==> src/rtl/vga_scanner.sv <==
// Raster timing generator for the dinorun display path: free-running h/v counters,
// one-stage registered sync, colour and per-frame tick outputs.
module vga_scanner #(
  parameter int          HVisible = 640,
  parameter int          HFront   = 16,
  parameter int          HSync    = 96,
  parameter int          HBack    = 48,
  parameter int          VVisible = 480,
  parameter int          VFront   = 10,
  parameter int          VSync    = 2,
  parameter int          VBack    = 33,
  parameter logic [11:0] FgColor  = 12'hFFF,
  parameter logic [11:0] BgColor  = 12'h000
) (
  input  logic       clk_i,
  input  logic       rst_ni,
  output logic [9:0] pixel_x_o,
  output logic [9:0] pixel_y_o,
  output logic       visible_o,
  input  logic       pixel_i,
  output logic       hsync_o,
  output logic       vsync_o,
  output logic [3:0] vga_red_o,
  output logic [3:0] vga_green_o,
  output logic [3:0] vga_blue_o,
  output logic       frame_tick_o
);

  localparam int HTotal = HVisible + HFront + HSync + HBack;
  localparam int VTotal = VVisible + VFront + VSync + VBack;

  if (HTotal > 1024 || VTotal > 1024) begin : g_bad_totals
    $error("vga_scanner: HTotal and VTotal must not exceed 1024");
  end

  // 11-bit constants so a sync window ending exactly at 1024 still compares correctly
  localparam logic [10:0] HLast     = 11'(HTotal - 1);
  localparam logic [10:0] VLast     = 11'(VTotal - 1);
  localparam logic [10:0] HVis      = 11'(HVisible);
  localparam logic [10:0] VVis      = 11'(VVisible);
  localparam logic [10:0] HSyncBeg  = 11'(HVisible + HFront);
  localparam logic [10:0] HSyncEnd  = 11'(HVisible + HFront + HSync);
  localparam logic [10:0] VSyncBeg  = 11'(VVisible + VFront);
  localparam logic [10:0] VSyncEnd  = 11'(VVisible + VFront + VSync);
  localparam logic [10:0] HTickX    = 11'(HVisible - 1);
  localparam logic [10:0] VTickY    = 11'(VVisible - 1);

  logic [9:0]  h_q, v_q;
  logic [10:0] h_ext, v_ext;
  logic        h_last, v_last;
  logic        visible;
  logic        hsync_d, vsync_d, tick_d;
  logic [11:0] color_d, color_q;

  assign h_ext  = {1'b0, h_q};
  assign v_ext  = {1'b0, v_q};
  assign h_last = (h_ext == HLast);
  assign v_last = (v_ext == VLast);

  always_ff @(posedge clk_i or negedge rst_ni) begin
    if (!rst_ni) begin
      h_q <= '0;
      v_q <= '0;
    end else if (h_last) begin
      h_q <= '0;
      if (v_last) v_q <= '0;
      else        v_q <= v_q + 10'd1;
    end else begin
      h_q <= h_q + 10'd1;
    end
  end

  assign pixel_x_o = h_q;
  assign pixel_y_o = v_q;
  assign visible   = (h_ext < HVis) && (v_ext < VVis);
  assign visible_o = visible;

  always_comb begin
    hsync_d = !((h_ext >= HSyncBeg) && (h_ext < HSyncEnd));
    vsync_d = !((v_ext >= VSyncBeg) && (v_ext < VSyncEnd));
    tick_d  = (h_ext == HTickX) && (v_ext == VTickY);
    // blanking is tested first so an unknown pixel_i cannot reach the colour register
    color_d = 12'h000;
    if (visible) begin
      if (pixel_i) color_d = FgColor;
      else         color_d = BgColor;
    end
  end

  always_ff @(posedge clk_i or negedge rst_ni) begin
    if (!rst_ni) begin
      hsync_o      <= 1'b1;
      vsync_o      <= 1'b1;
      color_q      <= 12'h000;
      frame_tick_o <= 1'b0;
    end else begin
      hsync_o      <= hsync_d;
      vsync_o      <= vsync_d;
      color_q      <= color_d;
      frame_tick_o <= tick_d;
    end
  end

  assign vga_red_o   = color_q[11:8];
  assign vga_green_o = color_q[7:4];
  assign vga_blue_o  = color_q[3:0];

endmodule

==> config.mk <==
export PLATFORM = sky130hd
export DESIGN_NAME = vga_scanner
export DESIGN_NICKNAME = d
export VERILOG_FILES = /design/src/rtl/vga_scanner.sv
export SDC_FILE = /design/constraint.sdc
export NUM_CORES = 1
export LEC_CHECK = 0
export CAP_MARGIN = 40
export CORE_UTILIZATION = 40
export CTS_BUF_LIST = sky130_fd_sc_hd__clkbuf_2
export CTS_CLUSTER_DIAMETER = 150
export DETAILED_ROUTE_END_ITERATION = 16
export PLACE_DENSITY = 0.73
export SETUP_SLACK_MARGIN = 0.5
export SLEW_MARGIN = 15
export SYNTH_ARGS = -nofsm -noshare
export SYNTH_HDL_FRONTEND = slang
export SYNTH_SLANG_ARGS = --single-unit
==> constraint.sdc <==
create_clock -name clk_i -period 1.5 [get_ports clk_i]
set_input_delay 0.375 -clock clk_i [delete_from_list [all_inputs] [get_ports clk_i]]
set_output_delay 0.375 -clock clk_i [all_outputs]
set_load 0.01 [all_outputs]
# Yosys cells after proc, flatten, opt, wreduce, memory -nomap -nowiden
# Index checks and enable logic that the tools add are counted.
dict set report word_totals {
  out_inout_bits 36
  wordCells 28
  register_bits 35
}
dict set report classes {
  mux 4
  reduce_logical 6
  n_lt_le_gt_ge 6
  addsub 2
  eq_ne 4
}
# operator n
set op_table {}
lappend op_table {{10-bit == test (second input constant)} 3}
lappend op_table {{12-bit two-way mux} 2}
lappend op_table {{10-bit by 1-bit adder with 10-bit output (second input constant)} 2}
lappend op_table {{10-bit < comparator (second input constant)} 2}
lappend op_table {{10-bit by 9-bit < comparator with 1-bit output (second input constant)} 2}
lappend op_table {{10-bit two-way mux} 2}
lappend op_table {{10-bit by 9-bit == test with 1-bit output (second input constant)} 1}
lappend op_table {{10-bit >= comparator (second input constant)} 1}
lappend op_table {{10-bit by 9-bit >= comparator with 1-bit output (second input constant)} 1}
lappend op_table {{1-bit logical AND} 4}
lappend op_table {{1-bit logical NOT} 2}

# Longest topological paths before layout
dict set report logic_depth {
  depth_word 3
  mapped_depth 6
  ltp_nobuf 6
}

# Worst setup path after synthesis
# No wires, ideal clock.
dict set report synth_timing {
  path_kind {register to register}
  from {register h_q[0] (netlist: pixel_x_o[0])}
  to {register v_q[9] (netlist: pixel_y_o[9])}
  slack_ns -0.153
  t_required_ns 1.423
  n_path_buf 0
  stages_incl_launch_ff 6
  t_arrival_ns 1.576
  path_cell_list {dfrtp_1 -> ha_1 -> and3_1 -> nand4_1 -> or4_1 -> a21oi_1}
}
dict set report synth_between {
  elab_chain_cells 1
}
# item line_no
set synth_lines {}
lappend synth_lines {{start: declaration} 48} ;# logic [9:0] h_q, v_q;
lappend synth_lines {{start signal: assignment} 69} ;# h_q <= h_q + 10'd1;
lappend synth_lines {{10-bit == test} 57} ;# assign h_last = (h_ext == HLast);
lappend synth_lines {{end signal: assignment} 67} ;# else v_q <= v_q + 10'd1;
lappend synth_lines {{end: declaration} 48}
# Every way passes these cells.
# A chain may end at the register's enable or synchronous reset.

# Final worst setup path
dict set report layout_timing {
  from {register h_q[6] (netlist: pixel_x_o[6])}
  to {register v_q[9] (netlist: pixel_y_o[9])}
}
# The elaborated chain is that of the path after synthesis.

==> results.toml <==
[outcome]
status = "finished with violations"
violations = "setup timing"

[sta]
maxSlewViolCount = 0
layout_min_cycle_time_ns = 1.87
period_share = 1.25
whs_ns = 0.333
layout_setup_ws_ns = -0.374
hold_viol = 0
finalClockSkew_ns = 0.0143
fmax_mhz = 533
slew_headroom = 0.781
tightest_slew_ns = 0.329
setup_violations = 35
rsz0062_at_grt = "yes"

[grt]
grt-ovfl-total = 0
antenna_found_initial = 0
grt_pass1_vias = 1358
grt_pass1_wl_mm = 6.49
grt_max_degree = 25
grt_util_all_layers = 0.258

[run]
maxCapViolCount = 0

[critical_path]
r2r_slack_ns = -0.37
r2r_start = "pixel_x_o[6]$_DFF_PN0_"
crit_family = "simple AND/OR/NAND/NOR gates"
worstRegToRegCells = 5
path_buf_inv = 1
r2r_end = "pixel_y_o[9]$_DFFE_PN0N_"
slowest_stage = "or4_4"
critPathMaxFanout = 3
arrival_ns = 2.17
start_kind = "flop"
endpoint_kind = "flop"
crit_type = "reg -> reg"
cp_data_required_time_ns = 1.80
cp_slowest_stage_delay_ns = 0.48
path_cells = "buf_6 -> nor4b_4 -> nand4_1 -> or4_4 -> a21oi_2"

[power_and_ir_drop]
p_leak_nw = 1.22
p_int_uw = 755
p_switching_uw = 249
pwr-share-comb = 0.084
clkPwrFrac = 0.268
p_per_area_mw_per_mm2 = 380
peakVddDrop_mv = 0.254
swShare = 0.248
pwr-share-seq = 0.649

[clock_network]
cts_max_level = 1
cts_buffers = 3
cts_root_buf = "clkbuf_2"
clkTransAtPathRegs_ns = 0.25
ctsHoldBuffers = 0
cts_num_sinks = 24
cts.path.max_buffers = 2
insertion_delay_ns = 0.36
cts_tree = "done"

[final_layout]
seq_area_um2 = 617
antenna_cells = 0
final_area_mm2 = 0.00264
layout_common_cells = "buf_6, buf_4, dfrtp_2, dfrtp_1, nand4_1"
fillers = 132
drive_gt1_frac = 0.730
fin_nets = 241
syn2layout_area_growth_pct = 109
layout_commonest_cell = "buf_6"
multi_input_area_um2 = 777

[drt]
route.detailed.drc = 0
drt-pass1-iter-count = 4
wl_per_cell_um = 18.0
vias = 1465
ant_nets = 0
vias_per_cell = 5.29
route.final.wire_length_mm = 5.00
drtIter0Drc = 54

[floorplan]
ioPinCount = 39
fp-row-count = 20
core_area_mm2 = 0.00303
die_y_um = 58.2
initial_core_util = 0.418
die_w_um = 58.2
die_area_mm2 = 0.00339

[min_path]
hp-class = "in -> async"

[synth]
synthAdderAreaFrac = 0.0396
netlist_instances = 125
avgSynthCellArea_um2 = 10.1
synth_area_mm2 = 0.00126
ys_ff_latch = 24
synth_top_family_by_area = "simple AND/OR/NAND/NOR gates"
synthMuxAreaShare = 0.00791
yosysWarnings = 0
yosys.area_share.simple = 0.248
synthDistinctLibCells = 31
synth_compound_area_frac = 0.0663
synth_xor_area_frac = 0.0692
ys_seq_area_frac = 0.477
syn_nets = 132

[placement]
dpl_cell_area_mm2 = 0.00185
dp_hpwl_mm = 2.12
numPortBuffers = 38
pre_cts_ws_ns = -0.174
place_congestion = 0.834
[power groups by stage]
stage / clock [mW] / combinational, mW / sequential [mW]
3_3_place_gp: 0 / 0.0617 / 0.664
5_1_grt: 0.304 / 0.0897 / 0.652
4_1_cts: 0.262 / 0.0841 / 0.651
6_report: 0.269 / 0.0839 / 0.652
2_1_floorplan: 0 / 0.0304 / 0.665
3_5_place_dp: 0 / 0.0625 / 0.665
[metrics by stage]
step | cells | utilization | TNS [ns] | power (mW)
floorplan | 125 | - | -0.115 | 0.695
global placement | 222 | 0.612 | -0.712 | 0.726
detailed placement | 222 | 0.612 | -0.839 | 0.727
CTS | 265 | 0.807 | -1.75 | 0.997
global route | 277 | 0.872 | -6.63 | 1.05
finish | 277 | 0.872 | -4.92 | 1.00
[cell families after synthesis]
kind of cell             count (synthesis)
buffers and inverters                   19
adder cells (fa/ha/maj)                  4
AO/OA/AOI/OAI                           14
XOR/XNOR                                10
AND/OR/NAND/NOR                         53
flip-flops                              24
multiplexers                             1
[worst max path at each step]
stage | startpoint | to | cells after the start
after detailed placement | pixel_x_o[7]$_DFF_PN0_ | visible_o | 4
after global placement | pixel_x_o[7]$_DFF_PN0_ | visible_o | 4
after global routing | pixel_x_o[6]$_DFF_PN0_ | pixel_y_o[9]$_DFFE_PN0N_ | 5
after CTS | pixel_x_o[5]$_DFF_PN0_ | pixel_y_o[9]$_DFFE_PN0N_ | 5
after floorplan | pixel_x_o[1]$_DFF_PN0_ | pixel_y_o[3]$_DFFE_PN0N_ | 6
final | pixel_x_o[6]$_DFF_PN0_ | pixel_y_o[9]$_DFFE_PN0N_ | 5
[what timing repair did]
action / CTS / global route
setup buffers: 39 / 12
resized for setup: 244 / 22
pin swaps: 30 / 10
endpoints found under the setup margin: 58 / 60
[per-layer routing]
| layer | part of all wire | global-route usage | vias to the layer above |
|---|---|---|---|
| li1 | - | - | 647 |
| met1 | 0.41 | 0.326 | 718 |
| met2 | 0.50 | 0.448 | 82 |
| met3 | 0.063 | 0.0357 | 18 |
| met4 | 0.031 | 0.0952 | 0 |
| met5 | 0 | 0 | - |
[state kept, by name, summed over array words and instances (netlist names)]
| signal | flops |
|---|---|
| color_q | 1 |
| frame_tick_o | 1 |
| hsync_o | 1 |
| pixel_x_o | 10 |
| pixel_y_o | 10 |
| vsync_o | 1 |
[Yosys cell counts (all sizes together)]
library cell | number | share of area
a21o | 1 | 0.0059
a21oi | 2 | 0.0079
a22o | 2 | 0.014
a31oi | 1 | 0.0049
and2 | 4 | 0.020
and3 | 2 | 0.0099
and4 | 4 | 0.028
buf | 14 | 0.077
dfrtp | 22 | 0.44
dfstp | 2 | 0.042
ha | 4 | 0.040
inv | 5 | 0.015
mux2i | 1 | 0.0079
nand2 | 7 | 0.021
nand3 | 11 | 0.044
nand3b | 1 | 0.0059
nand4 | 7 | 0.035
nor2 | 7 | 0.021
nor2b | 1 | 0.0049
nor3 | 3 | 0.012
nor4 | 1 | 0.0049
nor4b | 1 | 0.019
nor4bb | 1 | 0.0079
o21ai | 7 | 0.028
o31ai | 1 | 0.0059
or3 | 1 | 0.0049
or4 | 2 | 0.012
xnor2 | 5 | 0.035
xor2 | 5 | 0.035
[worst register-to-register path, cell delays in order (launching register included)]
cell and delay (ns):
dfrtp_1 0.46, buf_6 0.13, nor4b_4 0.33, nand4_1 0.26, or4_4 0.49, a21oi_2 0.14
[cell type report]
cell class                 instances  area share
sequential                        24       0.234
clock inverter                     1     0.00142
tap                               44      0.0208
inverter                           5     0.00711
timing repair buffer             118       0.437
multi-input combinational         82       0.294
clock buffer                       3     0.00568
Power figures use the tool's default switching activity.
